===== src/rtl/poly_ctrl_pkg.sv =====
// ============================================================================
// Module : poly_ctrl_pkg
// Brief  : Shared op/state codes and responder FSM type for the op sequencer.
// Rev    : 1.0
// ============================================================================
`default_nettype none

package poly_ctrl_pkg;

   localparam logic [2:0] OP_INIT   = 3'd0;
   localparam logic [2:0] OP_RUN    = 3'd1;
   localparam logic [2:0] OP_RESULT = 3'd2;
   localparam logic [2:0] OP_DONE   = 3'd3;
   localparam logic [2:0] OP_CLRERR = 3'd4;
   localparam logic [2:0] OP_APPLY  = 3'd5;
   localparam logic [2:0] OP_RERUN  = 3'd6;

   localparam logic [2:0] ST_CAL    = 3'd2;
   localparam logic [2:0] ST_REPCLK = 3'd3;
   localparam logic [2:0] ST_REPVLD = 3'd4;
   localparam logic [2:0] ST_REVMB  = 3'd5;
   localparam logic [2:0] ST_REPMB  = 3'd6;

   localparam int TIMEOUT_CYC_DEF = 64;

   typedef enum logic [1:0] {
      RSP_IDLE   = 2'd0,
      RSP_LOCAL  = 2'd1,
      RSP_REQ    = 2'd2,
      RSP_REPORT = 2'd3
   } rsp_state_e;

   // Ops that need the polynomial datapath; everything else is answered locally.
   function automatic logic op_is_remote(input logic [2:0] op);
      return (op == OP_RUN) || (op == OP_APPLY) || (op == OP_RERUN);
   endfunction

endpackage

`default_nettype wire


===== src/rtl/mx_watchdog.sv =====
// ============================================================================
// Module : mx_watchdog
// Brief  : Saturating request watchdog with synchronous clear and expiry flag.
// Rev    : 1.0
// ============================================================================
`default_nettype none

module mx_watchdog #(
   parameter int LIMIT = 64,
   parameter int TO_W  = 7
) (
   input  logic clk,
   input  logic rst_n,
   input  logic i_clear,
   input  logic i_en,
   output logic o_expired
);

   localparam logic [TO_W-1:0] C_LAST = TO_W'(LIMIT - 1);
   localparam logic [TO_W-1:0] C_SAT  = '1;

   logic [TO_W-1:0] r_cnt;

   always_ff @(posedge clk or negedge rst_n) begin
      if (!rst_n) begin
         r_cnt <= '0;
      end else if (i_clear) begin
         r_cnt <= '0;
      end else if (i_en && (r_cnt != C_SAT)) begin
         r_cnt <= r_cnt + TO_W'(1);
      end
   end

   // Count holds k-1 in the k-th enabled cycle, so this fires on the LIMIT-th.
   assign o_expired = i_en && (r_cnt >= C_LAST);

endmodule

`default_nettype wire


===== src/rtl/mx_op_responder.sv =====
// ============================================================================
// Module : mx_op_responder
// Brief  : Op-sequencer responder; runs ops locally or via datapath req/ack.
//          Optional MX_OP_STATS_EN adds saturating op/error/abort counters.
// Rev    : 1.0
// ============================================================================
`default_nettype none

module mx_op_responder
   import poly_ctrl_pkg::*;
#(
   parameter int TIMEOUT_CYC = TIMEOUT_CYC_DEF,
   parameter int TO_W        = 7
) (
   input  logic       clk,
   input  logic       rst_n,
   input  logic       mx_start,
   input  logic [2:0] mx_op,
   input  logic [2:0] mx_state,
   output logic       mx_done,
   output logic       success,
   output logic       abort,
   output logic       busy,
   output logic       overrun,
   output logic       hw_req,
   output logic [2:0] hw_mode,
   input  logic       hw_ack,
   input  logic       hw_err
`ifdef MX_OP_STATS_EN
   ,
   output logic [15:0] stat_ops,
   output logic [15:0] stat_errs,
   output logic [15:0] stat_aborts
`endif
);

   rsp_state_e r_state, w_state_nxt;
   logic [2:0] r_op,      w_op_nxt;
   logic [2:0] r_mode,    w_mode_nxt;
   logic       r_busy,    w_busy_nxt;
   logic       r_done,    w_done_nxt;
   logic       r_success, w_success_nxt;
   logic       r_abort,   w_abort_nxt;
   logic       r_overrun, w_overrun_nxt;
   logic       r_req,     w_req_nxt;
   logic       r_err,     w_err_nxt;
   logic       w_expired;

   mx_watchdog #(
      .LIMIT (TIMEOUT_CYC),
      .TO_W  (TO_W)
   ) u_watchdog (
      .clk       (clk),
      .rst_n     (rst_n),
      .i_clear   (r_state != RSP_REQ),
      .i_en      (r_state == RSP_REQ),
      .o_expired (w_expired)
   );

   always_ff @(posedge clk or negedge rst_n) begin
      if (!rst_n) begin
         r_state   <= RSP_IDLE;
         r_op      <= 3'd0;
         r_mode    <= 3'd0;
         r_busy    <= 1'b0;
         r_done    <= 1'b0;
         r_success <= 1'b0;
         r_abort   <= 1'b0;
         r_overrun <= 1'b0;
         r_req     <= 1'b0;
         r_err     <= 1'b0;
      end else begin
         r_state   <= w_state_nxt;
         r_op      <= w_op_nxt;
         r_mode    <= w_mode_nxt;
         r_busy    <= w_busy_nxt;
         r_done    <= w_done_nxt;
         r_success <= w_success_nxt;
         r_abort   <= w_abort_nxt;
         r_overrun <= w_overrun_nxt;
         r_req     <= w_req_nxt;
         r_err     <= w_err_nxt;
      end
   end

   always_comb begin
      w_state_nxt   = r_state;
      w_op_nxt      = r_op;
      w_mode_nxt    = r_mode;
      w_busy_nxt    = r_busy;
      w_done_nxt    = 1'b0;
      w_success_nxt = r_success;
      w_abort_nxt   = 1'b0;
      w_overrun_nxt = r_overrun;
      w_req_nxt     = r_req;
      w_err_nxt     = r_err;

      case (r_state)
         RSP_IDLE: begin
            if (mx_start) begin
               w_op_nxt   = mx_op;
               w_mode_nxt = mx_state;
               w_busy_nxt = 1'b1;
               if (op_is_remote(mx_op)) begin
                  w_state_nxt = RSP_REQ;
                  w_req_nxt   = 1'b1;
               end else begin
                  w_state_nxt = RSP_LOCAL;
               end
            end
         end
         RSP_LOCAL: begin
            case (r_op)
               OP_INIT: begin
                  w_err_nxt     = 1'b0;
                  w_success_nxt = 1'b1;
               end
               OP_DONE:   w_success_nxt = 1'b1;
               OP_RESULT: w_success_nxt = !r_err;
               OP_CLRERR: begin
                  w_err_nxt     = 1'b0;
                  w_overrun_nxt = 1'b0;
                  w_success_nxt = 1'b1;
               end
               default:   w_success_nxt = 1'b0;
            endcase
            w_done_nxt  = 1'b1;
            w_state_nxt = RSP_REPORT;
         end
         RSP_REQ: begin
            // An ack landing on the expiry cycle is a real completion, not an abort.
            if (hw_ack) begin
               w_req_nxt     = 1'b0;
               w_err_nxt     = hw_err;
               w_success_nxt = !hw_err;
               w_done_nxt    = 1'b1;
               w_state_nxt   = RSP_REPORT;
            end else if (w_expired) begin
               w_req_nxt     = 1'b0;
               w_err_nxt     = 1'b1;
               w_success_nxt = 1'b0;
               w_abort_nxt   = 1'b1;
               w_done_nxt    = 1'b1;
               w_state_nxt   = RSP_REPORT;
            end
         end
         RSP_REPORT: begin
            w_busy_nxt  = 1'b0;
            w_state_nxt = RSP_IDLE;
         end
         default: w_state_nxt = RSP_IDLE;
      endcase

      // A new strobe outranks a CLRERR completing in the same cycle.
      if (mx_start && (r_state != RSP_IDLE)) begin
         w_overrun_nxt = 1'b1;
      end
   end

   assign mx_done = r_done;
   assign success = r_success;
   assign abort   = r_abort;
   assign busy    = r_busy;
   assign overrun = r_overrun;
   assign hw_req  = r_req;
   assign hw_mode = r_mode;

`ifdef MX_OP_STATS_EN
   logic [15:0] r_stat_ops, r_stat_errs, r_stat_aborts;

   always_ff @(posedge clk or negedge rst_n) begin
      if (!rst_n) begin
         r_stat_ops    <= 16'd0;
         r_stat_errs   <= 16'd0;
         r_stat_aborts <= 16'd0;
      end else begin
         if (r_done && (r_stat_ops != 16'hFFFF)) begin
            r_stat_ops <= r_stat_ops + 16'd1;
         end
         if (r_done && !r_success && (r_stat_errs != 16'hFFFF)) begin
            r_stat_errs <= r_stat_errs + 16'd1;
         end
         if (r_abort && (r_stat_aborts != 16'hFFFF)) begin
            r_stat_aborts <= r_stat_aborts + 16'd1;
         end
      end
   end

   assign stat_ops    = r_stat_ops;
   assign stat_errs   = r_stat_errs;
   assign stat_aborts = r_stat_aborts;
`endif

endmodule

`default_nettype wire


===== config.mk =====
export PLATFORM = sky130hd
export DESIGN_NAME = mx_op_responder
export DESIGN_NICKNAME = d
export VERILOG_FILES = /design/src/rtl/poly_ctrl_pkg.sv /design/src/rtl/mx_watchdog.sv /design/src/rtl/mx_op_responder.sv
export SDC_FILE = /design/constraint.sdc
export NUM_CORES = 1
export LEC_CHECK = 0
export BUFFER_PORTS_ARGS = -buffer_cell sky130_fd_sc_hd__buf_2
export CAP_MARGIN = 20
export CORE_UTILIZATION = 51
export CTS_BUF_LIST = sky130_fd_sc_hd__clkbuf_8
export CTS_CLUSTER_DIAMETER = 100
export DETAILED_ROUTE_END_ITERATION = 7
export HOLD_SLACK_MARGIN = 0.1
export PLACE_DENSITY = 0.75
export RECOVER_POWER = 25
export SLEW_MARGIN = 0
export SYNTH_ARGS = -nofsm -noshare
export SYNTH_HDL_FRONTEND = slang
export SYNTH_SLANG_ARGS = --single-unit

===== constraint.sdc =====
create_clock -name clk -period 1.73 [get_ports clk]
set_input_delay 0.346 -clock clk [delete_from_list [all_inputs] [get_ports clk]]
set_output_delay 0.346 -clock clk [all_outputs]
set_load 0.05 [all_outputs]

==> run_results.csv <==
group,metric,value,unit
synthesis,synth_top_area_cell,"dfrtp_1",
floorplanning,core_area,0.00202,sq mm
synthesis,synth_top_family_by_area,"compound AO/OA/AOI/OAI gates",
clocking,root_buffer,"clkbuf_8",
synthesis,syn_area,0.00113,sq mm
floorplanning,num_io_pins,20,
hold_path,worstHoldPathType,"in -> reg",
synthesis,synth.area.mux_share,0.139,
synthesis,synth-adder-area-share,0.0662,
synthesis,synth-async-reset-ratio,1.00,
status,outcome,"complete, no violations",
hold_path,worstHoldPathCells,2,
clocking,clk_pin_slew_worst_paths,0.08,ns
placed_design,portBuffers,19,
critical_path,rr_startpoint,"r_state[0]$_DFFE_PN0P_",
synthesis,synth.top_cells.by_area,"dfrtp_1 49%, ha_1 6.6%, mux2_2 6.0%, mux2i_1 5.3%, nor2_1 3.0%",
routing,wl_per_cell,13.8,um
synthesis,synth-simple-area-share,0.113,
synthesis,syn_nets,121,
power_and_ir_drop,static-leakage-power,0.647,nW
clocking,tritoncts,"yes",
synthesis,synthesis.instances,104,
cells_and_area,num_antenna_cells,0,
routing,ant_nets,0,
timing,grt_setup_unrepaired,"false",
timing,relSlewSlack,0.655,
timing,slew_violations,0,
cells_and_area,area.sequential,551,sq um
hold_path,hp-start,"hw_ack",
critical_path,critPathCaptureType,"register",
placed_design,dpl.cell_count,150,
placed_design,gp_congestion,0.765,
synthesis,yosys-top-cells-count,"22 x dfrtp_1, 9 x nor2_1, 7 x inv_1",
timing,setup_tns,0,ns
routing,wl,2.14,mm
critical_path,crit_type,"reg -> reg",
floorplanning,die_x,49.1,um
critical_path,cp.arrival,1.78,ns
timing,fin_skew,0.00376,ns
timing,worstMarginPinSlew,0.518,ns
floorplanning,die_area,0.00242,sq mm
global_routing,antenna_found_initial,0,
timing,final.min_clock_period,1.63,ns
critical_path,startpoint,"r_state[0]$_DFFE_PN0P_",
critical_path,cp_max_fo,5,
power_and_ir_drop,p_int,0.00150,W
synthesis,synth_cell_types,33,
synthesis,yosysMostFrequentCell,"dfrtp_1",
routing,drc,0,
routing,viasPerCell,5.39,
floorplanning,rows,16,
cells_and_area,nets,146,
critical_path,worst_r2r_path_depth,6,
cells_and_area,post_route_cells_drive_above_1_share,0.273,
synthesis,synth-compound-area-share,0.150,
routing,vias,836,
synthesis,avgSynthCellArea,10.9,sq um
power_and_ir_drop,switching_share,0.415,
timing,timing.final.ws_setup,0.102,ns
cells_and_area,instances_no_fill,155,
clocking,postCtsSetupRepairBufs,0,
global_routing,grt.total_usage,0.199,
clocking,cts_max_level,1,
global_routing,grt_pass1_wl,3.62,mm
placed_design,dp_hpwl,1.56,mm
cells_and_area,fillCellCount,156,
floorplanning,start_util,0.561,
synthesis,yosysSeqAreaShare,0.486,
floorplanning,die_h,49.1,um
synthesis,synth_warnings,0,
power_and_ir_drop,p_clk_frac,0.186,
synthesis,synth_top_area_frac,0.486,
synthesis,synthFlopType,"dfrtp_1",
routing,drt-initial-drc-count,16,
synthesis,synth_edf_count,0,
global_routing,gr-total-overflow,0,
routing,drtPass1Iterations,4,
power_and_ir_drop,p_sw,0.00106,W
power_and_ir_drop,power_per_cell_area,1900,mW/mm^2
clocking,cts_buffers,3,
synthesis,ys_ff_latch,22,
power_and_ir_drop,pwr-share-seq,0.334,
power_and_ir_drop,ir_worst_vdd,1.41,mV
critical_path,worst-endpoint-required,1.88,ns
placed_design,dp_slack,0.112,ns
clocking,cts-resized-gates,0,
synthesis,synth_xor_area_frac,0.0155,
critical_path,worst_setup_path_start_kind,"register",
cells_and_area,multi_input_area,548,sq um
global_routing,grt_max_degree,23,
clocking,clk_latency,0.26,ns
run,drv_cap,0,
clocking,clockBufferDepth,2,
timing,hold_viol,0,
cells_and_area,area_growth,19.1,%
global_routing,grt_pass1_vias,807,
timing,fin_crit_sh,0.941,
timing,setup_viol,0,
timing,max_freq,614,MHz
power_and_ir_drop,combPwrFrac,0.480,
clocking,cts_sinks,22,
## layer usage
metal / global-route usage / share of wire
met5: 0 / 0
met4: 0.0784 / 0.0061
met3: 0.0374 / 0.030
met2: 0.301 / 0.45
met1: 0.280 / 0.52
## placed cells by master, fill, tap and decap left out, drive strengths merged, types with 2 or more instances in the layout
master,instances
a31oi,4
a21oi,2
nor2,9
inv,7
mux2,8
buf,20
nand2,5
nand4,2
o31ai,2
dfrtp,22
xnor2,2
ha,6
clkbuf,4
o21ai,9
mux2i,6
and3,2
nor3b,2
nor2b,2
## logic make-up after synthesis
| group | count (synthesis) |
|---|---|
| simple gates | 26 |
| xor+xnor | 2 |
| mux | 14 |
| fa+ha+maj | 6 |
| flops | 22 |
| compound gates | 25 |
| buf+inv | 9 |
## registers in the layout (all words and copies together), names as in the netlist, 2 cells and up
name,flops
u_watchdog.r_cnt,7
r_state,2
hw_mode,3
r_op,3
## final timing paths
kind | endpoint | slack, ns
max | success$_DFFE_PN0P_ | 0.10
min | abort$_DFF_PN0_ | 0.28
max reg2reg | success$_DFFE_PN0P_ | 0.10
min reg2reg | hw_mode[0]$_DFFE_PN0P_ | 0.51
max in group asynchronous | r_state[0]$_DFFE_PN0P_ | 0.80
min in group asynchronous | u_watchdog.r_cnt[4]$_DFFE_PN0P_ | 0.58
## stage by stage
stage	total power [W]	hold WS (ns)	util	instance area, sq um
after global placement	0.00204	0.335	0.627	1270
after global routing	0.00271	0.279	0.668	1350
after detailed placement	0.00208	0.330	0.627	1270
final	0.00256	0.276	0.668	1350
after CTS	0.00256	0.276	0.668	1350
after floorplan	0.00180	0.0504	-	1130
## power by group through the flow
stage               Combinational [W]  Clock, W  Sequential, W
CTS                           0.00124  0.000475       0.000850
detailed placement            0.00123         0       0.000859
global placement              0.00120         0       0.000845
finish                        0.00123  0.000476       0.000855
floorplan                    0.000669         0        0.00113
global route                  0.00133  0.000506       0.000871
## repair_timing
action | in CTS | in global routing
hold buffers | 1 | 0
setup endpoints to repair | 0 | 0
endpoints found under the hold margin | 22 | 0
## worst max-delay path, cell delays in order, from the launching register on
cell     delay [ns]
dfrtp_1        0.42
inv_1          0.13
ha_1           0.18
nor3b_1        0.22
o21ai_2        0.13
o21ai_1        0.13
mux2_4         0.31
## layout make-up
cell class              instances  area share
clock buffers                   3      0.0306
clock inverters                 1      0.0222
inverters                       7      0.0195
multi-input cells              73       0.406
flip-flops and latches         22       0.408
well taps                      27      0.0250
repair buffers                 22      0.0890
Note: power is estimated with default switching activity, not from simulation.
